File: config.mk
export PLATFORM = sky130hd
export DESIGN_NAME = strip_control
export DESIGN_NICKNAME = d
export VERILOG_FILES = /design/src/rtl/strip_control.sv
export SDC_FILE = /design/constraint.sdc
export NUM_CORES = 1
export LEC_CHECK = 0
export ABC_AREA = 1
export CORE_UTILIZATION = 50
export DETAILED_ROUTE_END_ITERATION = 7
export PLACE_DENSITY = 0.69
export SYNTH_ARGS = -nofsm -noshare
export SYNTH_HDL_FRONTEND = slang
export SYNTH_SLANG_ARGS = --single-unit
File: constraint.sdc
create_clock -name clk_48 -period 2.6 [get_ports clk_48]
set_input_delay 0.52 -clock clk_48 [delete_from_list [all_inputs] [get_ports clk_48]]
set_output_delay 0.52 -clock clk_48 [all_outputs]
set_load 0.02 [all_outputs]
File: src/rtl/strip_control.sv
// Keypad configuration controller: debounces keypad hits and runs the edit FSM
// that selects a target, takes a 0-7 digit, and commits on a sample boundary.
module strip_control #(
    parameter int unsigned DEBOUNCE = 2048,
    parameter int unsigned TIMEOUT  = 4_800_000
) (
    input  logic       clk_48,
    input  logic       reset,
    input  logic       kphit,
    input  logic [3:0] buttonNum,
    input  logic       sample_tick,
    output logic [2:0] freqSelect,
    output logic [2:0] lowpassSelect,
    output logic [2:0] highpassSelect,
    output logic [1:0] target,
    output logic       pending,
    output logic       keyErr
);

    localparam int unsigned DB_W = $clog2(DEBOUNCE + 1);
    localparam int unsigned TO_W = $clog2(TIMEOUT + 1);

    localparam logic [DB_W-1:0] DB_THR = DB_W'(DEBOUNCE);
    localparam logic [TO_W-1:0] TO_THR = TO_W'(TIMEOUT);

    localparam logic [3:0] KEY_A    = 4'd10;
    localparam logic [3:0] KEY_C    = 4'd12;
    localparam logic [3:0] KEY_D    = 4'd13;
    localparam logic [3:0] KEY_STAR = 4'd14;
    localparam logic [3:0] KEY_HASH = 4'd15;

    typedef enum logic [1:0] {
        DB_ARMED,
        DB_PRESS_CNT,
        DB_HELD,
        DB_REL_CNT
    } db_state_t;

    typedef enum logic [1:0] {
        ED_IDLE,
        ED_SELECT,
        ED_ENTERED,
        ED_COMMIT
    } ed_state_t;

    db_state_t         db_state_q, db_state_d;
    logic [DB_W-1:0]   db_cnt_q, db_cnt_d;
    logic [DB_W-1:0]   db_cnt_inc_c;
    logic              key_evt_c;

    ed_state_t         ed_state_q, ed_state_d;
    logic [1:0]        target_q, target_d;
    logic [2:0]        shd_freq_q, shd_freq_d;
    logic [2:0]        shd_lp_q, shd_lp_d;
    logic [2:0]        shd_hp_q, shd_hp_d;
    logic [2:0]        freq_q, freq_d;
    logic [2:0]        lp_q, lp_d;
    logic [2:0]        hp_q, hp_d;
    logic              key_err_q, key_err_d;
    logic              pending_q, pending_d;
    logic [TO_W-1:0]   to_cnt_q, to_cnt_d;
    logic [TO_W-1:0]   to_inc_c;

    logic [3:0]        key_c;
    logic              is_digit_c;
    logic              is_abc_c;
    logic [1:0]        abc_tgt_c;
    logic              in_edit_c;
    logic              timeout_c;
    logic              cancel_c;
    logic              shd_wr_c;

    assign key_c        = buttonNum;
    assign is_digit_c   = ~key_c[3];
    assign is_abc_c     = (key_c >= KEY_A) && (key_c <= KEY_C);
    assign abc_tgt_c    = 2'(key_c - 4'd9);
    assign in_edit_c    = (ed_state_q == ED_SELECT) || (ed_state_q == ED_ENTERED);
    assign db_cnt_inc_c = db_cnt_q + DB_W'(1);
    assign to_inc_c     = to_cnt_q + TO_W'(1);

    // Debounce: counter stays at zero in ARMED/HELD so the first sample counts as one.
    always_comb begin
        db_state_d = db_state_q;
        db_cnt_d   = db_cnt_q;
        key_evt_c  = 1'b0;
        case (db_state_q)
            DB_ARMED, DB_PRESS_CNT: begin
                if (!kphit) begin
                    db_state_d = DB_ARMED;
                    db_cnt_d   = '0;
                end else if (db_cnt_inc_c == DB_THR) begin
                    key_evt_c  = 1'b1;
                    db_state_d = DB_HELD;
                    db_cnt_d   = '0;
                end else begin
                    db_state_d = DB_PRESS_CNT;
                    db_cnt_d   = db_cnt_inc_c;
                end
            end
            DB_HELD, DB_REL_CNT: begin
                if (kphit) begin
                    db_cnt_d = '0;
                end else if (db_cnt_inc_c == DB_THR) begin
                    db_state_d = DB_ARMED;
                    db_cnt_d   = '0;
                end else begin
                    db_state_d = DB_REL_CNT;
                    db_cnt_d   = db_cnt_inc_c;
                end
            end
            default: begin
                db_state_d = DB_ARMED;
                db_cnt_d   = '0;
            end
        endcase
    end

    // Edit FSM: a key event always takes priority over a simultaneous timeout.
    always_comb begin
        ed_state_d = ed_state_q;
        target_d   = target_q;
        shd_freq_d = shd_freq_q;
        shd_lp_d   = shd_lp_q;
        shd_hp_d   = shd_hp_q;
        freq_d     = freq_q;
        lp_d       = lp_q;
        hp_d       = hp_q;
        key_err_d  = 1'b0;
        to_cnt_d   = '0;
        timeout_c  = 1'b0;
        cancel_c   = 1'b0;
        shd_wr_c   = 1'b0;

        if (in_edit_c && !key_evt_c) begin
            if (to_inc_c == TO_THR) begin
                timeout_c = 1'b1;
            end else begin
                to_cnt_d = to_inc_c;
            end
        end

        case (ed_state_q)
            ED_IDLE: begin
                if (key_evt_c) begin
                    if (is_abc_c) begin
                        ed_state_d = ED_SELECT;
                        target_d   = abc_tgt_c;
                    end else if (key_c == KEY_D) begin
                        shd_freq_d = '0;
                        shd_lp_d   = '0;
                        shd_hp_d   = '0;
                        ed_state_d = ED_COMMIT;
                    end else begin
                        key_err_d = 1'b1;
                    end
                end
            end
            ED_SELECT: begin
                if (key_evt_c) begin
                    if (is_digit_c) begin
                        shd_wr_c   = 1'b1;
                        ed_state_d = ED_ENTERED;
                    end else if (is_abc_c) begin
                        target_d = abc_tgt_c;
                    end else if (key_c == KEY_STAR) begin
                        cancel_c = 1'b1;
                    end else begin
                        key_err_d = 1'b1;
                    end
                end else if (timeout_c) begin
                    cancel_c = 1'b1;
                end
            end
            ED_ENTERED: begin
                if (key_evt_c) begin
                    if (is_digit_c) begin
                        shd_wr_c = 1'b1;
                    end else if (key_c == KEY_HASH) begin
                        ed_state_d = ED_COMMIT;
                    end else if (key_c == KEY_STAR) begin
                        cancel_c = 1'b1;
                    end else begin
                        key_err_d = 1'b1;
                    end
                end else if (timeout_c) begin
                    cancel_c = 1'b1;
                end
            end
            ED_COMMIT: begin
                if (sample_tick) begin
                    freq_d     = shd_freq_q;
                    lp_d       = shd_lp_q;
                    hp_d       = shd_hp_q;
                    ed_state_d = ED_IDLE;
                    target_d   = 2'd0;
                end
            end
            default: begin
                ed_state_d = ED_IDLE;
            end
        endcase

        if (shd_wr_c) begin
            case (target_q)
                2'd1:    shd_freq_d = key_c[2:0];
                2'd2:    shd_lp_d   = key_c[2:0];
                2'd3:    shd_hp_d   = key_c[2:0];
                default: ;
            endcase
        end

        // Abandoning an edit restores the shadow copies from the committed values.
        if (cancel_c) begin
            ed_state_d = ED_IDLE;
            target_d   = 2'd0;
            shd_freq_d = freq_q;
            shd_lp_d   = lp_q;
            shd_hp_d   = hp_q;
        end

        pending_d = (ed_state_d == ED_ENTERED) || (ed_state_d == ED_COMMIT);
    end

    always_ff @(posedge clk_48) begin
        if (reset) begin
            db_state_q <= DB_ARMED;
            db_cnt_q   <= '0;
            ed_state_q <= ED_IDLE;
            target_q   <= 2'd0;
            shd_freq_q <= '0;
            shd_lp_q   <= '0;
            shd_hp_q   <= '0;
            freq_q     <= '0;
            lp_q       <= '0;
            hp_q       <= '0;
            key_err_q  <= 1'b0;
            pending_q  <= 1'b0;
            to_cnt_q   <= '0;
        end else begin
            db_state_q <= db_state_d;
            db_cnt_q   <= db_cnt_d;
            ed_state_q <= ed_state_d;
            target_q   <= target_d;
            shd_freq_q <= shd_freq_d;
            shd_lp_q   <= shd_lp_d;
            shd_hp_q   <= shd_hp_d;
            freq_q     <= freq_d;
            lp_q       <= lp_d;
            hp_q       <= hp_d;
            key_err_q  <= key_err_d;
            pending_q  <= pending_d;
            to_cnt_q   <= to_cnt_d;
        end
    end

    assign freqSelect     = freq_q;
    assign lowpassSelect  = lp_q;
    assign highpassSelect = hp_q;
    assign target         = target_q;
    assign pending        = pending_q;
    assign keyErr         = key_err_q;

endmodule

* Word-level counts from Yosys, hierarchy flattened
Cells that the tools add are included.
Widths: inputs -> output; s select.
** Storage, ports and cells
- Register bits after elaboration :: 61
- Output and inout port bits :: 13
- Input port bits :: 8
** Cells by class
- Equal/unequal tests :: 21
- Bitwise logic cells :: 1
- Multiplexer cells :: 75
- Magnitude comparators :: 2
- $add $sub $neg :: 3
- Reduce and logical (&&, ||, !) cells :: 15
** Operator list (count)
- $mux 3 :: 21
- $mux 2 :: 19
- $mux 12 :: 3
- $mux 1 :: 26
- $pmux 12 s2 :: 1
- $add 23x1->23 const B :: 1
- $eq 23x23->1 const B :: 1
- $eq 2x2->1 const B :: 8
- $add 12x1->12 const B :: 1
- $eq 12x12->1 const B :: 1
- $eq 4x4->1 const B :: 3
- $ne 2x2->1 const B :: 5
- $pmux 2 s4 :: 1
- $reduce_or 2->1 :: 4
- $eq 2x1->1 const B :: 3
- $pmux 2 s3 :: 1
- $reduce_and 5->1 :: 1
- $ge 4x4->1 const B :: 1
- $le 4x4->1 const B :: 1
- $logic_not 2->1 :: 2
- $pmux 2 s2 :: 1
- $pmux 1 s3 :: 1
- $reduce_bool 3->1 :: 1
- $reduce_or 3->1 :: 1
- 7 further kinds :: 9

* Logic depth before layout (Yosys ltp)
Gate-level depths: netlist (run 1).
- Word-level depth :: 14
- Mapped depth :: 17

* Worst setup path after synthesis (run 1)
No wires, ideal clock.
- Path type :: input to register
- Start :: input port buttonNum[0]
- End :: register shd_freq_q[0]
- Path buffers :: 1
- Path slack :: 0.331 ns
- Arrival :: 2.154 ns
- Library setup time :: 0.116 ns
- Cell stages on the path :: 11
- Cells stage by stage :: inv_1 ha_1 o311ai_0 nand2_1 nand4_1 nand2_2 nand2_4 nand3_2 nand2_2 buf_6 o21ai_2
** Between the ends
- Cells in the longest elaborated chain, start to end :: 8
** Ends and longest elaborated chain
- start, declared :: RTL line 10 : input logic [3:0] buttonNum,
- $ge 4x4->1, or another cell as far along :: RTL line 75 : assign is_abc_c = (key_c >= KEY_A) && (key_c <= KEY_C);
- $logic_and 1x1->1 / $mux 3 (equally long branches) :: RTL line 75, 148
- $mux 3 :: RTL line 145 : if (is_abc_c) begin
- $mux 3 :: RTL line 144 : if (key_evt_c) begin
- $mux 3 :: RTL line 142 : case (ed_state_q)
- $mux 3 :: RTL line 204 : case (target_q)
- $mux 3 :: RTL line 203 : if (shd_wr_c) begin
- $mux 3 (*) :: RTL line 213 : if (cancel_c) begin
- end signal, assigned :: RTL line 244 : shd_freq_q <= shd_freq_d;
- end, declared :: RTL line 53 : logic [2:0] shd_freq_q, shd_freq_d;
Mark *: on every way between the ends. The rest lies on a longest branch, timed or not.
A chain may end at the register's enable or synchronous reset.

* Worst setup path in the final report (run 1)
- Start :: register to_cnt_q[0]
- End :: register shd_lp_q[1]
** Between the ends
- Cells in the longest elaborated chain, start to end :: 8
** Ends and longest elaborated chain
- start, declared :: RTL line 61 : logic [TO_W-1:0] to_cnt_q, to_cnt_d;
- start signal, assigned :: RTL line 252 : to_cnt_q <= to_cnt_d;
- $add 23x1->23 (*) :: RTL line 79 : assign to_inc_c = to_cnt_q + TO_W'(1);
- $eq 23x23->1 (*) :: RTL line 135 : if (to_inc_c == TO_THR) begin
- $mux 1 (*) :: RTL line 135
- $mux 1 (*) :: RTL line 134 : if (in_edit_c && !key_evt_c) begin
- $mux 1 (*) :: RTL line 170, 185
- $mux 1 (on tied branches) :: RTL line 175, 159
- $pmux 1 s2 (*) :: RTL line 142
- $mux 3 (*) :: RTL line 213
- end signal, assigned :: RTL line 245 : shd_lp_q <= shd_lp_d;
- end, declared :: RTL line 54 : logic [2:0] shd_lp_q, shd_lp_d;
Marks and branches as above.

==> impl_results.md, run 1 <==
- Status: finished clean
- Initial Utilization: 53.1%
- DP Area: 0.00381 sq mm
- Number of CTS-inserted buffers: 9
- Register bit total from synthesis: 60
- Core area: 0.00653 sq mm
- Drt initial violations: 142
- Synth top area cells: dfxtp_1, nand2_1, nor2_1
- Max_slew headroom: 54.3%
- H-tree lvl count: 3
- Cells after Synth: 525
- Switch Pwr: 444 uW
- Initial antenna violation count: 0
- Die Height: 85.3 microns
- Met2 wire length: 3750 microns
- Cts hold-fix bufs: 0
- Via density: 5.25
- Synth cell types: 38
- Ant. Diodes: 0
- Power Total: 1810 uW
- Gates resized, CTS repair: 0
- Ys flop type: dfxtp_1
- Highest metal used: met4
- Clock root buffer: clkbuf_8
- Sequential area share after synthesis: 34.6%
- Final period util: 90.5%
- Worst Hold Launch: to_cnt_q[22]
- Hold Crit Class: register to register
- Most instantiated cells after synthesis: nand2_1, nor2_1, dfxtp_1, inv_1, nand4_1
- Syn-to-layout area delta: 15.3%
- Drt total wl: 7680 microns
- Switch share: 24.5%
- Cell area after layout: 0.00400 sq mm
- Global placement routability congestion: 0.832
- Ys Warns: 0
- Fin. max-slew vios: 0
- Worst Skew: 9.63 ps
- Routed vias: 3,352
- Worst-margin pin slew: 680 ps
- Syn nets: 543
- Final min period: 2350 ps
- Static leakage: 0.00152 uW
- WL per Instance: 12.0 microns
- CP Max Fanout: 5
- GRT Overall Usage: 23.0%
- Die area: 0.00727 sq mm
- Die X: 85.3 microns
- Worst skew pair latency: 340 ps
- Worst vdd rail ir drop: 0.308 mV
- Synth area leader: dfxtp_1
- Metal-1 WL: 3610 microns
- DP HPWL: 5870 microns
- Worst EP arrival: 2580 ps
- Gate power share: 7.5%
- Flop pwr share: 51.6%
- Final Util: 61.2%
- Most numerous cell in the Yosys netlist: nand2_1
- RSZ-0062 raised after global routing: no
- Routed Antenna Nets: 0
- Nets@finish: 575
- Final Hold Viols: 0
- Number of global-route vias before repair: 3,073
- Crit. End Element: register
- FFs w/ async S/R, synth: 0%
- TritonCTS clock tree: done
- Residual DRC: 0
- Share of post-route cells with drive strength above 1: 10.2%
- Crit path launch type: register
- Area share of the largest cell type after synthesis: 34.6%
- Site row count: 29
- Reg-to-Reg Start: to_cnt_q[0]
- Number of flops mapped to enable cells by yosys: 0
- Critical path class: register to register
- Pin count of the biggest net entering global routing: 24
- Setup TNS: 0 ps
- Power Internal: 1370 uW
- Peak Freq: 425 MHz
- Req. time, crit path: 2830 ps
- Max Cap Viol: 0
- Clk pwr share: 40.9%
- Mapped Avg Cell Area: 6.61 sq um
- Final hold slack: 482 ps
- Clock-pin slew on the worst setup and hold paths: 70 ps
- CTS Buffer Depth: 2
- Worst Setup SP: to_cnt_q[0]
- First-pass GRT wire length: 13,400 microns
- Grt ovf: 0
- Drt first pass iters: 4
- Number of port buffers: 20
- Number of fill cells: 651
- Synthesized cell area: 0.00347 sq mm
- Setup repair bufs after CTS: 0
- IO Pins: 21
- Endpoints failing setup: 0
- Routed wl met3: 245 microns
- CTS sink count: 60
- Power Dens Cells: 453 mW/mm^2
-- power groups by stage --
stage / clock network (uW) / registers (uW) / logic [uW]
2_1_floorplan: 0 / 956 / 80.1
3_3_place_gp: 0 / 954 / 132
3_5_place_dp: 0 / 955 / 133
4_1_cts: 760 / 934 / 134
5_1_grt: 806 / 935 / 152
6_report: 741 / 934 / 135
-- layout make-up --
cell class	instances	area, sq um	area share [%]
Clock inverter	2	10.0	0.250
Inverter	52	195	4.88
Sequential cell	60	1200	30.0
Clock buffer	13	159	3.97
Multi-Input combinational cell	406	2050	51.3
Tap cell	77	96.3	2.41
Timing Repair Buffer	28	285	7.13
-- kinds of logic after synthesis --
group | Yosys count | synth area share, %
AOI/OAI and AO/OA | 52 | 9.24
xor gates and xnor gates | 6 | 1.52
adders and majority gates | 10 | 3.61
buffers and inverters | 59 | 6.85
DFF | 60 | 34.6
and+or+nand+nor | 338 | 44.2
-- through the flow --
stage,std cells,setup WS (ps)
2_1_floorplan,525,331
3_3_place_gp,623,51.3
3_5_place_dp,623,31.5
4_1_cts,638,104
5_1_grt,638,8.23
6_report,638,248
-- registers in the layout, summed over array words and instances, names as in the netlist --
name,count
shd_freq_q,3
lowpassSelect,3
pending,1
db_cnt_q,12
db_state_q,1
target,2
freqSelect,3
shd_lp_q,3
keyErr,1
ed_state_q,2
highpassSelect,3
shd_hp_q,3
to_cnt_q,23
-- path summary, 6_finish.rpt --
path | end | slack [ps] | cells after the start
max | shd_lp_q[1] | 250 | 16
min | to_cnt_q[22] | 480 | 2
max reg2reg | shd_lp_q[1] | 250 | 16
min reg2reg | to_cnt_q[22] | 480 | 2
-- cell usage in the layout, fill, tap and decap left out, types with 5 or more instances in the layout --
| master | synthesis | layout |
|---|---|---|
| nand4_1 | 29 | 29 |
| o21ai_1 | 6 | 6 |
| o21ai_2 | 5 | 5 |
| nand2_1 | 150 | 149 |
| a21oi_1 | 13 | 13 |
| nand3b_1 | 5 | 5 |
| nor2_2 | 7 | 8 |
| clkbuf_8 | 0 | 11 |
| clkdlybuf4s50_1 | 0 | 20 |
| dfxtp_1 | 60 | 60 |
| buf_4 | 2 | 6 |
| nor2_1 | 98 | 95 |
| nand3_2 | 5 | 5 |
| ha_1 | 10 | 9 |
| inv_1 | 51 | 51 |
| nor2_4 | 4 | 6 |
| nand3_1 | 28 | 28 |
| o21ai_0 | 16 | 16 |
| nand2_2 | 4 | 5 |
-- worst max-delay path: stages, from the launching register on --
cell and delay [ps]:
dfxtp_1 400, ha_1 210, nand3_1 170, nor2_4 180, nand2_1 90, o21bai_1 170, nand2_1 70, nor2_1 80
nand3_1 60, nor2_1 130, nand3_2 140, nand2_1 110, nand3_2 80, nand2_2 130, inv_1 100, nand2_1 70
nand2_1 50
-- routing by layer --
| metal | GRT usage, % | vias to the layer above |
|---|---|---|
| met3 | 5.64 | 6 |
| li1 | - | 1775 |
| met5 | 0 | - |
| met4 | 7.42 | 0 |
| met1 | 28.0 | 1521 |
| met2 | 40.1 | 50 |
Power figures use the tool's default switching activity.
==> inputs of run 2 (changes only) <==
--- a/config.mk
+++ b/config.mk
@@ -5,8 +5,8 @@
 export SDC_FILE = /design/constraint.sdc
 export NUM_CORES = 1
 export LEC_CHECK = 0
-export ABC_AREA = 1
 export CORE_UTILIZATION = 50
+export CTS_CLUSTER_SIZE = 10
 export DETAILED_ROUTE_END_ITERATION = 7
 export PLACE_DENSITY = 0.69
 export SYNTH_ARGS = -nofsm -noshare
==> run 2 against run 1 <==
Compared with the run above:
- the flow now finishes with violations (setup timing)
- clock skew fell by 1.3 ps
- via count is 1.6% higher
- sequential share of layout area decreased by 4.0 points
- sequential cell count stayed put
- non-clock buffer count is 60 higher
- synthesized cell count is 19% lower
- critical path type unchanged
- highest routed layer unchanged
==> impl_results.md, run 2 <==
- Status: finished with violations (was finished clean)
- Failing checks: setup timing
- WL per Instance: 15.1 microns (was 12.0 microns)
- Die area: 0.00746 sq mm (was 0.00727 sq mm)
- Peak Freq: 380 MHz (was 425 MHz)
- CP Max Fanout: 4 (was 5)
- Drt total wl: 9110 microns (was 7680 microns)
- Critical path class: register to register (unchanged)
- Die Height: 86.4 microns (was 85.3 microns)
- Static leakage: 0.00171 uW (was 0.00152 uW)
- Number of global-route vias before repair: 3,311 (was 3,073)
- Worst skew pair latency: 350 ps (was 340 ps)
- Most common cell after layout, fill and taps aside: buf_4 (was nand2_1)
- Clock root buffer: clkbuf_8 (unchanged)
- TritonCTS clock tree: done (unchanged)
- Final period util: 101% (was 90.5%)
- Routed Antenna Nets: 0 (unchanged)
- Ys Warns: 0 (unchanged)
- Top Registers: to_cnt_q: 23 flops, db_cnt_q: 12 flops (unchanged)
- Mapped Avg Cell Area: 8.38 sq um (was 6.61 sq um)
- Number of flip-flops in the largest register: 23 (unchanged)
- Final min period: 2630 ps (was 2350 ps)
- Pin count of the biggest net entering global routing: 28 (was 24)
- Clock-pin slew on the worst setup and hold paths: 70 ps (about the same)
- Via density: 5.64 (was 5.25)
- Power Dens Cells: 369 mW/mm^2 (was 453 mW/mm^2)
- Number of CTS-inserted buffers: 9 (unchanged)
- Site row count: 30 (was 29)
- Power Total: 1740 uW (was 1810 uW)
- Syn-to-layout area delta: 32.1% (was 15.3%)
- Final Hold Viols: 0 (unchanged)
- Max_slew headroom: 44.3% (was 54.3%)
- Number of flops mapped to enable cells by yosys: 0 (unchanged)
- RSZ-0062 raised after global routing: yes (was no)
- Syn nets: 443 (was 543)
- FFs w/ async S/R, synth: 0% (unchanged)
- Initial antenna violation count: 0 (unchanged)
- CTS Buffer Depth: 2 (unchanged)
- Most frequent cells in the layout: buf_4, dfxtp_1, nor2_1, nand3_1, nand2_1 (was nand2_1, nor2_1, dfxtp_1, inv_1, nand4_1)
- Core area: 0.00683 sq mm (was 0.00653 sq mm)
- Worst EP arrival: 2890 ps (was 2580 ps)
- Cells after Synth: 425 (was 525)
- Register bit total from synthesis: 60 (unchanged)
- First-pass GRT wire length: 15,000 microns (was 13,400 microns)
- Ant. Diodes: 0 (unchanged)
- CTS sink count: 60 (unchanged)
- Ys flop type: dfxtp_1 (unchanged)
- Cts hold-fix bufs: 0 (unchanged)
- Sequential area share after synthesis: 33.7% (was 34.6%)
- Max Cap Viol: 0 (unchanged)
- Drt initial violations: 113 (was 142)
- Global placement routability congestion: 0.919 (was 0.832)
- Residual DRC: 0 (unchanged)
- Worst-margin pin slew: 824 ps (was 680 ps)
- Worst Skew: 8.29 ps (was 9.63 ps)
- Fin. max-slew vios: 0 (unchanged)
- Area of the multi-input gates: 0.00239 sq mm (was 0.00205 sq mm)
- FF/Latch Area: 0.00123 sq mm (was 0.00120 sq mm)
- DP Area: 0.00431 sq mm (was 0.00381 sq mm)
- H-tree lvl count: 3 (unchanged)
- Worst vdd rail ir drop: 0.369 mV (was 0.308 mV)
- Synth top area cells: dfxtp_1, nand3_1, nor2_1 (was dfxtp_1, nand2_1, nor2_1)
- Number of port buffers: 20 (unchanged)
- Area share of the largest cell type after synthesis: 33.7% (was 34.6%)
- Most numerous cell in the Yosys netlist: dfxtp_1 (was nand2_1)
- DP HPWL: 6450 microns (was 5870 microns)
- Drt first pass iters: 5 (was 4)
- Most instantiated cells after synthesis: dfxtp_1, nor2_1, nand3_1, nand2_1, a21oi_1 (was nand2_1, nor2_1, dfxtp_1, inv_1, nand4_1)
- PnR worst setup slack: -28.9 ps (was 248 ps)
- Endpoints failing setup: 2 (was 0)
- Share of post-route cells with drive strength above 1: 28.3% (was 10.2%)
- Hold Crit Class: register to register (unchanged)
- Nets@finish: 521 (was 575)
- Initial Utilization: 52.1% (was 53.1%)
- Routed vias: 3,406 (was 3,352)
- Largest reg by FF count: to_cnt_q (unchanged)
- Synth cell types: 65 (was 38)
- Crit path launch type: register (unchanged)
- GRT Overall Usage: 25.6% (was 23.0%)
- Req. time, crit path: 2860 ps (was 2830 ps)
- Synthesized cell area: 0.00356 sq mm (was 0.00347 sq mm)
- IO Pins: 21 (unchanged)
- Grt ovf: 0 (unchanged)
- Cell area after layout: 0.00470 sq mm (was 0.00400 sq mm)
- Crit. End Element: register (unchanged)
- Number of fill cells: 564 (was 651)
- Die X: 86.4 microns (was 85.3 microns)
- Synth area leader: dfxtp_1 (unchanged)
-- run 2: final timing paths --
path         slack (ps)         from  depth (start not counted)           to
max                 -30  db_cnt_q[0]                          8    target[0]
min                 470  db_cnt_q[0]                          1  db_cnt_q[0]
max reg2reg         -30  db_cnt_q[0]                          8    target[0]
min reg2reg         470  db_cnt_q[0]                          1  db_cnt_q[0]
-- run 2: final cells by class --
class / instances / area share [%]
multi-input combinational: 327 / 50.9
sequential: 60 / 26.1
timing repair buffer: 88 / 15.5
clock buffer: 11 / 3.01
tap: 96 / 2.55
inverter: 17 / 1.36
clock inverter: 5 / 0.585
-- run 2: layer usage --
layer / vias to the layer above / global-route usage, % / wire, microns
li1: 1706 / - / -
met1: 1600 / 29.9 / 3920
met2: 82 / 44.6 / 4590
met3: 18 / 5.24 / 409
met4: 0 / 12.3 / 195
met5: - / 0 / 0
-- run 2: kinds of logic after synthesis --
| logic type | Yosys count | synth area share (%) |
|---|---|---|
| flops | 60 | 33.7 |
| xor+xnor | 29 | 7.14 |
| compound gates | 81 | 16.7 |
| buf+inv | 38 | 4.50 |
| mux | 9 | 2.67 |
| simple gates | 198 | 31.8 |
| fa+ha+maj | 10 | 3.51 |
-- run 2: metrics by stage --
stage                     hold WS [ps]  cells  setup TNS, ps  worst slack (ps)  utilization [%]
final                              466    604          -30.7             -28.9             68.8
after global routing               483    604           -408             -73.7             68.8
after CTS                          473    598          -21.0             -21.0             67.0
after detailed placement           465    574           -693              -201             63.0
after global placement             455    574          -19.8             -16.8             63.0
after floorplan                    439    425          -26.3             -26.3                -
-- run 2: worst max-delay path, stage by stage (launching register included) --
cell and delay (ps):
dfxtp_4 380, buf_6 110, nand3_4 90, nor3_4 170
mux2_4 320, or4_4 530, o22a_4 210, or4_4 480
a211oi_2 250
-- run 2: where the power goes --
group	total (uW)	internal [uW]	switching, uW
Clock	742	365	377
Sequential	919	916	2.82
Combinational	75.4	35.4	39.9
Total	1740	1320	420
-- run 2: timing repair --
item                                    in CTS  in global routing
buffers inserted                             8                  6
endpoints found under the setup margin       3                 37
endpoints found under the hold margin        0                  0
gates resized for setup                     14                 20
pin swaps                                    8                  5
==> patch, RTL diff (settings of run 1) <==
Re-encode `ed_state_t` (4 states) as Gray code, 2 bits wide.
--- a/src/rtl/strip_control.sv
+++ b/src/rtl/strip_control.sv
@@ -37,10 +37,10 @@
     } db_state_t;
 
     typedef enum logic [1:0] {
-        ED_IDLE,
-        ED_SELECT,
-        ED_ENTERED,
-        ED_COMMIT
+        ED_IDLE    = 2'b00,
+        ED_SELECT  = 2'b01,
+        ED_ENTERED = 2'b11,
+        ED_COMMIT  = 2'b10
     } ed_state_t;
 
     db_state_t         db_state_q, db_state_d;
Check against the original RTL: same outputs for any inputs over 10 cycles, from zero or initial values and one cycle with reset high; not proved beyond that.
==> patch against run 1 <==
Setup slack better by 0.013 ns; hold slack worse by 0.021 ns; fmax increased by 0.54%; via count grew 5.8%; sequential share of layout area fell by 0.54 points; synthesized area increased by 1.4%; design area rose by 1.8%; wire length rose by 8.0%; first-iteration DRC count grew 61%; sequential cell count is the same; clock skew is essentially flat; critical path type unchanged; critical endpoint is now shd_freq_q[1]; largest cell class unchanged.
Power is not compared: it rests on default switching activity, and its combinational part moved more than twofold at a synthesized area within 25%.
==> patch: results (changes against run 1) <==
stage,metric,value,unit,change
synth,avgSynthCellArea,6.487,um^2,-1.8%
synth,yosys-top-cells-area,"dfxtp_1 34%, nand2_1 17%, nor2_1 8.4%, nand3_1 6.8%, inv_1 6.5%",,
cells_and_area,buffer_area_frac,0.07621,,+0.004875
worst_setup_path,reg2reg_to,shd_freq_q[1],,
worst_setup_path,crit_end,shd_freq_q[1],,
placement,pre_cts_ws,0.05553,ns,+0.02399 ns
route,vias,3545,,+5.8%
timing,hold_slack,0.4609,ns,-0.02131 ns
global_routing,grt_pass1_vias,3174,,+3.3%
global_routing,grt_pass1_wl,13790,um,+2.8%
timing,slew_headroom,0.7058,,+0.1624
worst_hold_path,holdPathStages,1,,-1
route,dr.first_iter.drc_count,228,,+61%
synth,syn_nets,555,,+2.2%
placement,gp_congestion,0.9052,,+8.8%
timing,skew,0.009608,ns,-0.00001995 ns
placement,place_inst,659,,+5.8%
timing,period_needed,2.340,ns,-0.01260 ns
worst_setup_path,cp-startpoint,db_cnt_q[0],,
synth,yosysUniqueCellTypes,39,,+2.6%
cells_and_area,drive_above_1_share,0.1203,,+0.01867
run_status,outcome,finished clean,,
worst_setup_path,reg2reg_depth,14,,-2
cells_and_area,multi_input_area_share,0.5006,,-0.01253
synth,synthTopCellsByCount,"157 x nand2_1, 79 x nor2_1, 61 x inv_1",,
worst_setup_path,r2r-start,db_cnt_q[0],,
cells_and_area,final_nets,591,,+2.8%
cells_and_area,n_fill_cell,664,,+2.0%
cells_and_area,inv_count,62,,+19%
worst_hold_path,min_to,to_cnt_q[0],,
-- patch: cell types whose count changed in the layout (fill, tap and decap cells not counted), moves of 6 or more --
| cell | run 1 | this run |
|---|---|---|
| o21ai_0 | 16 | 5 |
| inv_1 | 51 | 61 |
| nand2_1 | 149 | 157 |
| nand3_1 | 28 | 48 |
| nor2_1 | 95 | 79 |
| buf_4 | 6 | 12 |
| nor2_2 | 8 | 14 |
| a21oi_1 | 13 | 20 |
-- patch: kinds of logic after synthesis --
group | synth area share
AO/OA/AOI/OAI | 0.08043
XOR/XNOR | 0.009966
adder cells (fa/ha/maj) | 0.01779
buffers and inverters | 0.08185
flip-flops | 0.3416
AND/OR/NAND/NOR | 0.4683
-- patch: layer usage --
metal | track usage | vias to the layer above | wire [um]
met5 | 0 | - | 0
met4 | 0.1136 | 0 | 203
met3 | 0.03176 | 18 | 478
met2 | 0.3884 | 91 | 3814
met1 | 0.3078 | 1620 | 3795
li1 | - | 1816 | -
